<file path="src/rtl/bp_me_wormhole_packet_rx.sv">
// Wormhole packet receiver: reassembles link flits into one {payload, len, cord} packet for a valid/yumi consumer.
// v_o rises the cycle after the last flit; the link is stalled while full unless BP_ME_WORMHOLE_RX_BYPASS_EN lets a header in on the yumi cycle.
module bp_me_wormhole_packet_rx #(
   parameter int flit_width_p        = 64,
   parameter int cord_width_p        = 7,
   parameter int len_width_p         = 4,
   parameter int max_payload_width_p = 128,
   localparam int packet_width_lp    = cord_width_p + len_width_p + max_payload_width_p,
   localparam int max_flits_lp       = (packet_width_lp + flit_width_p - 1) / flit_width_p,
   localparam int max_len_lp         = max_flits_lp - 1
) (
   input  logic                       clk_i,
   input  logic                       reset_i,
   input  logic [flit_width_p+1:0]    link_i,
   output logic [flit_width_p+1:0]    link_o,
   output logic [packet_width_lp-1:0] packet_o,
   output logic                       v_o,
   input  logic                       yumi_i,
   output logic                       error_o
);

   typedef enum logic [1:0] {e_header, e_body, e_full} state_e;

   localparam logic [len_width_p:0] max_flits_c = (len_width_p+1)'(max_flits_lp);
   localparam logic [len_width_p:0] max_len_c   = (len_width_p+1)'(max_len_lp);
   localparam logic [len_width_p:0] one_c       = (len_width_p+1)'(1);

   state_e                     state_r, state_n;
   logic [len_width_p:0]       count_r, count_n;
   logic [len_width_p-1:0]     len_r, len_n;
   logic [packet_width_lp-1:0] pkt_r, pkt_n;
   logic                       err_r, err_n;

   logic                       flit_v;
   logic [flit_width_p-1:0]    flit_dat;
   logic [len_width_p-1:0]     flit_len;
   logic [packet_width_lp-1:0] hdr_slot;
   logic [packet_width_lp-1:0] body_slot;
   logic                       ready;
   logic                       accept;
   logic                       take_hdr;
   logic                       bypass_ok;
   logic                       unused_rev;

   assign flit_v     = link_i[flit_width_p+1];
   assign flit_dat   = link_i[flit_width_p:1];
   assign unused_rev = link_i[0];
   assign flit_len   = flit_dat[cord_width_p +: len_width_p];

   // Slots past packet_width_lp shift out entirely, so truncation falls out of the cast.
   assign hdr_slot  = packet_width_lp'(flit_dat);
   assign body_slot = hdr_slot << (int'(count_r) * flit_width_p);

`ifdef BP_ME_WORMHOLE_RX_BYPASS_EN
   assign bypass_ok = yumi_i;
`else
   assign bypass_ok = 1'b0;
`endif

   always_comb begin
      state_n  = state_r;
      count_n  = count_r;
      len_n    = len_r;
      pkt_n    = pkt_r;
      err_n    = err_r;
      ready    = 1'b0;
      v_o      = 1'b0;
      accept   = 1'b0;
      take_hdr = 1'b0;

      unique case (state_r)
         e_header: ready = 1'b1;
         e_body:   ready = 1'b1;
         e_full: begin
            v_o   = 1'b1;
            ready = bypass_ok;
            if (yumi_i) state_n = e_header;
         end
         default: state_n = e_header;
      endcase

      ready    = ready & ~reset_i;
      accept   = flit_v & ready;
      // A full buffer only accepts a flit on the yumi cycle, and that flit is always a header.
      take_hdr = accept & (state_r != e_body);

      if (take_hdr) begin
         pkt_n   = hdr_slot;
         len_n   = flit_len;
         count_n = one_c;
         err_n   = err_r | ({1'b0, flit_len} > max_len_c);
         state_n = (flit_len == '0) ? e_full : e_body;
      end else if (accept) begin
         if (count_r < max_flits_c) pkt_n = pkt_r | body_slot;
         count_n = count_r + one_c;
         if (count_r == {1'b0, len_r}) state_n = e_full;
      end
   end

   always_ff @(posedge clk_i) begin
      if (reset_i) begin
         state_r <= e_header;
         count_r <= '0;
         len_r   <= '0;
         pkt_r   <= '0;
         err_r   <= 1'b0;
      end else begin
         state_r <= state_n;
         count_r <= count_n;
         len_r   <= len_n;
         pkt_r   <= pkt_n;
         err_r   <= err_n;
      end
   end

   assign link_o   = {1'b0, {flit_width_p{1'b0}}, ready};
   assign packet_o = pkt_r;
   assign error_o  = err_n;

endmodule

</file>
<file path="config.mk">
export PLATFORM = sky130hd
export DESIGN_NAME = bp_me_wormhole_packet_rx
export DESIGN_NICKNAME = d
export VERILOG_FILES = /design/src/rtl/bp_me_wormhole_packet_rx.sv
export SDC_FILE = /design/constraint.sdc
export NUM_CORES = 1
export LEC_CHECK = 0
export BUFFER_PORTS_ARGS = -buffer_cell sky130_fd_sc_hd__buf_2
export CORE_UTILIZATION = 47
export CTS_BUF_LIST = sky130_fd_sc_hd__clkbuf_8
export DETAILED_ROUTE_END_ITERATION = 8
export PLACE_DENSITY = 0.8
export SLEW_MARGIN = 25
export SYNTH_ARGS = -nofsm -noshare
export SYNTH_HDL_FRONTEND = slang
export SYNTH_SLANG_ARGS = --single-unit
</file>
<file path="constraint.sdc">
create_clock -name clk_i -period 2.38 [get_ports clk_i]
set_input_delay 0.476 -clock clk_i [delete_from_list [all_inputs] [get_ports clk_i]]
set_output_delay 0.476 -clock clk_i [all_outputs]
set_load 0.02 [all_outputs]
</file>
==> flow_summary.rst, run 1 <==
.. list-table::
   :header-rows: 1

   * - Metric
     - Value
   * - Total non-filler cell area in the finished layout
     - 6620 µm²
   * - Leak
     - 0.00333 µW
   * - Final Hold Vio Count
     - 0
   * - Clk Latency, worst-skew pair
     - 0.42 ns
   * - Unrepaired setup endpoints after global routing
     - no
   * - Cell count after synthesis
     - 451
   * - Final sum of negative setup slack
     - 0 ns
   * - Violation count after the first detailed-routing iteration
     - 225
   * - Leading cell type in the layout, fill and taps excluded
     - buf_2
   * - Compound-gate portion of the synthesized area
     - 23.6%
   * - Simple-gate share of the synthesized area
     - 4.65%
   * - Transition time of the tightest slew-check pin
     - 0.787 ns
   * - Smallest setup slack after layout
     - 0.137 ns
   * - Filler Cell Count
     - 938
   * - Clock tree from TritonCTS
     - built
   * - Detail Route Antenna Nets
     - 0
   * - CTS H-Tree Depth
     - 4
   * - Relative slew slack
     - 47.5%
   * - Element type at the critical path start
     - register
   * - Part of the power in registers
     - 48.4%
   * - Worst min-delay path class
     - primary input to register
   * - Post-cts hold buffer count
     - 0
   * - Die extent in y
     - 109 µm
   * - Length of routed met3 wiring
     - 854 µm
   * - Net load switching power
     - 1600 µW
   * - Share of layout cells above drive strength 1
     - 38.1%
   * - Number of sinks on the clock net
     - 151
   * - Uppermost signal routing layer after detailed routing
     - met4
   * - Synth Area per Inst
     - 12.0 µm²
   * - Top-level port count
     - 276
   * - Max Fanout on Critical Path
     - 7
   * - Placeable core region
     - 11,000 µm²
   * - Net switching share of the total power
     - 27.7%
   * - CTS root buffer
     - clkbuf_8
   * - Count of cell types in the netlist
     - 34
   * - Worst ir drop on vdd
     - 0.000521 V
   * - Achievable clock frequency
     - 0.446 GHz
   * - Signal arrival time at the worst endpoint
     - 1.77 ns
   * - Pin count of the biggest net entering global routing
     - 79
   * - DP Worst Slack
     - 0.0231 ns
   * - Worst Skew
     - 0.00593 ns
   * - Post-Synth XOR/XNOR Area
     - 1.13%
   * - Number of antenna violations at the first check in global routing
     - 0
   * - Max-slew violation count
     - 0
   * - N_diodes
     - 0
   * - Vias in the first global route
     - 3,822
   * - Mux share of post-synthesis cell area
     - 0%
   * - Gate power share
     - 15.5%
   * - Input/output buffers
     - 209
   * - Die width
     - 109 µm
   * - Overall global routing resource usage
     - 20.1%
   * - Data required time at the worst endpoint
     - 1.90 ns
   * - Sum of net half-perimeters after detailed placement
     - 8230 µm
   * - Number of maximum-capacitance violations
     - 0
   * - Drt drc
     - 0
   * - Max clock buf depth
     - 2
   * - Vias after detailed routing
     - 4,100
   * - Starting density of the core
     - 49.0%
   * - Number of standard-cell rows in the floorplan
     - 38
   * - Sort of element at the end of the critical path
     - primary output
   * - Share of the clock period used by the worst path
     - 94.3%
   * - Clock Power Share
     - 36.2%
   * - Global-route wire length before repair
     - 18,600 µm
   * - Placement-stage cell area
     - 6190 µm²
   * - Number of synthesis warnings
     - 0
   * - Synthesis-to-layout area growth
     - 22.4%
   * - Final RePlAce weighted congestion
     - 0.771
   * - Status
     - finished, final reports clean
   * - Synthesis-stage register bit count
     - 151
   * - Setup fix buffers added after clock tree synthesis
     - 0
   * - Category of the critical setup timing path
     - register to primary output
   * - Total number of nets in the final design
     - 719
   * - Vias per std cell
     - 5.12
   * - Total routed wirelength
     - 12,100 µm
   * - Adder and majority cell fraction of the synthesized area
     - 0.231%
   * - Largest family of logic cells by synthesized area
     - compound AO/OA/AOI/OAI gates
   * - Commonest cells after routing, fill and taps aside
     - buf_2, dfxtp_1, a22o_1
   * - PwrDens
     - 873 nW/µm²
   * - DIE AREA
     - 11,900 µm²
   * - Wire length per cell
     - 15.2 µm
   * - Part of the Yosys area used for sequential elements
     - 55.9%
   * - Register clock-pin slew on the reported worst setup and hold paths
     - 0.08 ns
   * - Internal power consumption
     - 4180 µW
   * - Final setup violation count
     - 0
   * - Total clock buffers created by CTS
     - 17
   * - Netlist area before placement
     - 5410 µm²
   * - Leftover overflow at the end of global routing
     - 0
   * - DR WL met2
     - 5980 µm
   * - Min Clock Period, post-route
     - 2.24 ns
   * - Iteration count of the initial detailed-routing pass
     - 5
   * - Routed length on met1
     - 5210 µm
   * - Number of resized instances in the post-cts repair step
     - 0
## worst max-delay path, cell delays in order, from the launching register on
cell and delay, ns:
dfxtp_1 0.40, or4b_1 0.56, o21bai_1 0.19, buf_2 0.20
## cell usage after synthesis, drive strengths merged
library cell  count  area [µm²]
a22oi             3        22.5
nand4             3        18.8
nor4              5        37.5
xor2              4        35.0
clkbuf            8        30.0
or3               1        6.26
nor4b             1        23.8
nand2b            1        13.8
xnor2             3        26.3
or3b              1        8.76
ha                1        12.5
a21oi             6        30.0
or4b              1        10.0
dfxtp           151        3020
nor2             11        41.3
a41o              1        11.3
nand2             9        33.8
inv               2        7.51
or4               1        7.51
and4              2        20.0
o21bai            1        7.51
nor2b             1        6.26
buf              92         741
a211oi            1        7.51
nor3              1        5.00
and3              1        11.3
a22o            137        1200
nor3b             1        7.51
conb              1        3.75
## per-layer routing
metal	global-route usage (%)	vias to the layer above
li1	-	1937
met1	24.3	1986
met2	33.8	166
met3	5.56	11
met4	7.33	0
met5	0	-
## kinds of logic (layout without fill, tap and decap cells)
family	after synthesis	count (layout)
buffers and inverters	102	248
DFF	151	151
and+or+nand+nor	40	40
xor gates and xnor gates	7	7
other	1	65
AOI/OAI and AO/OA	149	149
adders and majority gates	1	1
## power groups by stage
stage               sequential (µW)  combinational (µW)  clock, µW
floorplan                      3050                 462          0
global route                   2820                 958       2250
global placement               2840                 875          0
detailed placement             2850                 893          0
finish                         2800                 893       2090
CTS                            2800                 898       2140
## registers in the layout, indices dropped and copies added, names as in the netlist
signal and count:
len_r 4, state_r 2, err_r 1, count_r 5, packet_o 139
## stage by stage
stage	utilization, %	power (µW)	std cells	hold slack, ns
after floorplan	-	3510	515	0.448
after global placement	56.1	3720	770	0.455
after detailed placement	56.1	3750	770	0.458
after CTS	60.0	5830	801	0.243
after global routing	60.0	6020	801	0.238
final	60.0	5780	801	0.273
## cell type report
| cell class | count | area [µm²] | share of cell area, % |
|---|---|---|---|
| inverter | 2 | 7.51 | 0.113 |
| tap | 140 | 175 | 2.65 |
| sequential | 151 | 3020 | 45.7 |
| multi-input combinational | 262 | 1860 | 28.0 |
| clock inverter | 13 | 181 | 2.74 |
| clock buffer | 18 | 248 | 3.74 |
| timing repair buffer | 215 | 1130 | 17.1 |
## worst paths after layout
check,slack [ns],cells past startpoint,to,startpoint
max reg2reg,0.26,4,packet_o[64],state_r[1]
min,0.27,2,packet_o[53],link_i[54]
min reg2reg,0.47,1,packet_o[106],packet_o[106]
max,0.14,3,error_o,state_r[1]
No activity file was read; power rests on OpenSTA's default activity.
==> run 2, diff against run 1 <==
--- a/config.mk
+++ b/config.mk
@@ -6,10 +6,11 @@
 export NUM_CORES = 1
 export LEC_CHECK = 0
 export BUFFER_PORTS_ARGS = -buffer_cell sky130_fd_sc_hd__buf_2
-export CORE_UTILIZATION = 47
-export CTS_BUF_LIST = sky130_fd_sc_hd__clkbuf_8
+export CORE_UTILIZATION = 45
+export CTS_BUF_LIST = sky130_fd_sc_hd__clkbuf_4 sky130_fd_sc_hd__clkbuf_8 sky130_fd_sc_hd__clkbuf_16
 export DETAILED_ROUTE_END_ITERATION = 8
-export PLACE_DENSITY = 0.8
+export PLACE_DENSITY = 0.77
+export SETUP_SLACK_MARGIN = 0.5
 export SLEW_MARGIN = 25
 export SYNTH_ARGS = -nofsm -noshare
 export SYNTH_HDL_FRONTEND = slang
==> run 2 against run 1 <==
Compared with the run above: the flow now finishes with violations (DRC); clock power grew 31%; die area up 4.4%; global-route usage grew 0.53 points; register-to-register slack gained 0.30 ns; total power up 12%; first-iteration DRC count grew 96%; sequential cell count unchanged; sequential share of layout area decreased by 1.9 points; wire length is 8.5% higher; non-clock buffer count rose by 7; clock skew up 0.0016 ns.
==> flow_summary.rst, run 2 (synthesized netlist as in run 1, its figures left out) <==
.. list-table::
   :header-rows: 1

   * - Metric
     - Value
   * - Total non-filler cell area in the finished layout
     - 6920 µm² (+4.6%)
   * - Internal power consumption
     - 4790 µW (+15%)
   * - Starting density of the core
     - 46.8% (-2.3 points)
   * - Failing checks
     - DRC
   * - Signal arrival time at the worst endpoint
     - 1.56 ns (-0.21 ns)
   * - Min Clock Period, post-route
     - 2.04 ns (-0.203 ns)
   * - Vias in the first global route
     - 3,851 (+0.76%)
   * - Wire length per cell
     - 16.2 µm (+7.1%)
   * - Relative slew slack
     - 59.6% (+12 points)
   * - Vias after detailed routing
     - 4,159 (+1.4%)
   * - Overall global routing resource usage
     - 20.6% (+0.53 points)
   * - Input/output buffers
     - 209 (unchanged)
   * - Pin count of the biggest net entering global routing
     - 138 (+75%)
   * - Leading cell type in the layout, fill and taps excluded
     - buf_2
   * - Violation count after the first detailed-routing iteration
     - 442 (+96%)
   * - Die width
     - 112 µm (+2.2%)
   * - Power Total
     - 6450 µW (+12%)
   * - Flip-flop count of the largest register after layout
     - 139 (unchanged)
   * - Clock tree from TritonCTS
     - built
   * - Met1 usage
     - 23.9% (-0.44 points)
   * - Final sum of negative setup slack
     - 0 ns (unchanged)
   * - CTS H-Tree Depth
     - 4 (unchanged)
   * - Share of the clock period used by the worst path
     - 85.7% (-8.5 points)
   * - Element type at the critical path start
     - register
   * - Global route hottest layer
     - met2
   * - Met3 demand-to-capacity share in global routing
     - 6.70% (+1.1 points)
   * - Synthesis-to-layout area growth
     - 28.0%
   * - Register clock-pin slew on the reported worst setup and hold paths
     - 0.06 ns (-0.02 ns)
   * - DIE AREA
     - 12,500 µm² (+4.4%)
   * - Worst min-delay path class
     - primary input to register
   * - Achievable clock frequency
     - 0.490 GHz (+10%)
   * - Unrepaired setup endpoints after global routing
     - yes
   * - Final RePlAce weighted congestion
     - 0.803 (+4.2%)
   * - Number of standard-cell rows in the floorplan
     - 39 (+2.6%)
   * - Placement-stage cell area
     - 6210 µm² (+0.36%)
   * - Worst path max stage delay
     - 0.53 ns (-0.03 ns)
   * - Leak
     - 0.00348 µW (+4.4%)
   * - Net load switching power
     - 1670 µW (+3.8%)
   * - Max-slew violation count
     - 0 (unchanged)
   * - Worst Skew
     - 0.00754 ns (+0.00161 ns)
   * - Part of the power in registers
     - 43.4% (-5.0 points)
   * - Worst ir drop on vdd
     - 0.000498 V (-4.3%)
   * - Net switching share of the total power
     - 25.8% (-1.9 points)
   * - Max Fanout on Critical Path
     - 2 (-5)
   * - Final Hold Vio Count
     - 0 (unchanged)
   * - Share of layout cells above drive strength 1
     - 39.8% (+1.6 points)
   * - Detail Route Antenna Nets
     - 0 (unchanged)
   * - Die extent in y
     - 112 µm (+2.2%)
   * - Top-level port count
     - 276 (unchanged)
   * - Number of antenna violations at the first check in global routing
     - 0 (unchanged)
   * - Status
     - finished with violations
   * - Sort of element at the end of the critical path
     - primary output
   * - Commonest cells after routing, fill and taps aside
     - buf_2, dfxtp_1, a22o_1
   * - PwrDens
     - 932 nW/µm² (+6.7%)
   * - Final setup violation count
     - 0 (unchanged)
   * - Data required time at the worst endpoint
     - 1.90 ns (about the same)
   * - Gate power share
     - 14.2% (-1.3 points)
   * - Cell at the slowest stage of the critical path
     - or4b_4
   * - Number of sinks on the clock net
     - 151 (unchanged)
   * - Total number of nets in the final design
     - 726 (+0.97%)
   * - CTS root buffer
     - clkbuf_16
   * - CP cell instances
     - or4b_4 > o21bai_4 > buf_6
   * - Sum of net half-perimeters after detailed placement
     - 8780 µm (+6.7%)
   * - Clk Latency, worst-skew pair
     - 0.41 ns (about the same)
   * - Number of maximum-capacitance violations
     - 0 (unchanged)
   * - Clock Power Share
     - 42.4% (+6.2 points)
   * - Final Core Density
     - 59.9% (-0.13 points)
   * - Max clock buf depth
     - 2 (unchanged)
   * - Iteration count of the initial detailed-routing pass
     - 7 (+2)
   * - Transition time of the tightest slew-check pin
     - 0.606 ns (-0.181 ns)
   * - Global-route track usage on met2
     - 35.6% (+1.8 points)
   * - Drt drc
     - 20 (+20)
   * - Total clock buffers created by CTS
     - 17 (unchanged)
   * - Global-route wire length before repair
     - 20,100 µm (+8.1%)
   * - Total routed wirelength
     - 13,200 µm (+8.5%)
   * - Post-cts hold buffer count
     - 0 (unchanged)
   * - Category of the critical setup timing path
     - register to primary output
   * - Leftover overflow at the end of global routing
     - 0 (unchanged)
   * - Vias per std cell
     - 5.12 (about the same)
   * - Placeable core region
     - 11,600 µm² (+4.8%)
   * - N_diodes
     - 0 (unchanged)
[run 2: cell types whose count changed in the layout (fill, tap and decap cells not counted), moves of 2 or more]
cell,previous run,this run
clkinv_2,1,3
clkbuf_16,0,18
inv_1,4,2
clkbuf_4,0,5
buf_4,3,8
clkbuf_8,18,2
clkinvlp_4,3,1
dfxtp_1,151,149
[run 2: metrics by stage]
| stage | setup WS, ns | hold WS (ns) | std cells |
|---|---|---|---|
| 2_1_floorplan | 0.503 | 0.448 | 515 |
| 6_report | 0.340 | 0.285 | 812 |
| 3_5_place_dp | 0.245 | 0.458 | 774 |
| 3_3_place_gp | 0.260 | 0.455 | 774 |
| 4_1_cts | 0.285 | 0.266 | 808 |
| 5_1_grt | 0.282 | 0.272 | 812 |
[run 2: per-layer routing]
metal,share of wire [%],wire [µm]
met5,0,0
met3,7.1,942
met1,40,5330
met4,0.97,128
met2,51,6780
[run 2: path summary, 6_finish.rpt]
kind	startpoint	end	slack [ns]	cells past startpoint
setup / recovery	state_r[1]	error_o	0.34	3
hold / removal	link_i[24]	packet_o[87]	0.29	2
setup reg to reg	state_r[1]	state_r[1]	0.56	6
hold reg to reg	packet_o[45]	packet_o[45]	0.47	1
[run 2: repair_timing]
action / CTS / global route
buffers inserted: 2 / 3
pin swaps: 2 / 2
endpoints found under the setup margin: 2 / 117
gates cloned: 0 / 1
gates resized for setup: 6 / 5
[run 2: power groups by stage]
stage / Combinational, µW / Sequential (µW) / Clock [µW]
after floorplan: 465 / 3050 / 0
after global placement: 876 / 2840 / 0
after detailed placement: 892 / 2850 / 0
after CTS: 908 / 2800 / 2770
after global routing: 972 / 2820 / 2890
final: 916 / 2800 / 2730
[run 2: area by class of cell]
cell class / instances / area [µm²]
Fill cell: 940 / 4640
Sequential cell: 151 / 3030
Multi-Input combinational cell: 262 / 1880
Timing Repair Buffer: 222 / 1220
Clock buffer: 24 / 490
Tap cell: 143 / 179
Clock inverter: 8 / 121
Inverter: 2 / 7.51
[run 2: critical path: cells and delay by family, from the launching register on]
kind            cells  cell delay [ns]
compound gates      1             0.14
flops               1             0.34
buf+inv             1             0.13
simple gates        1             0.53
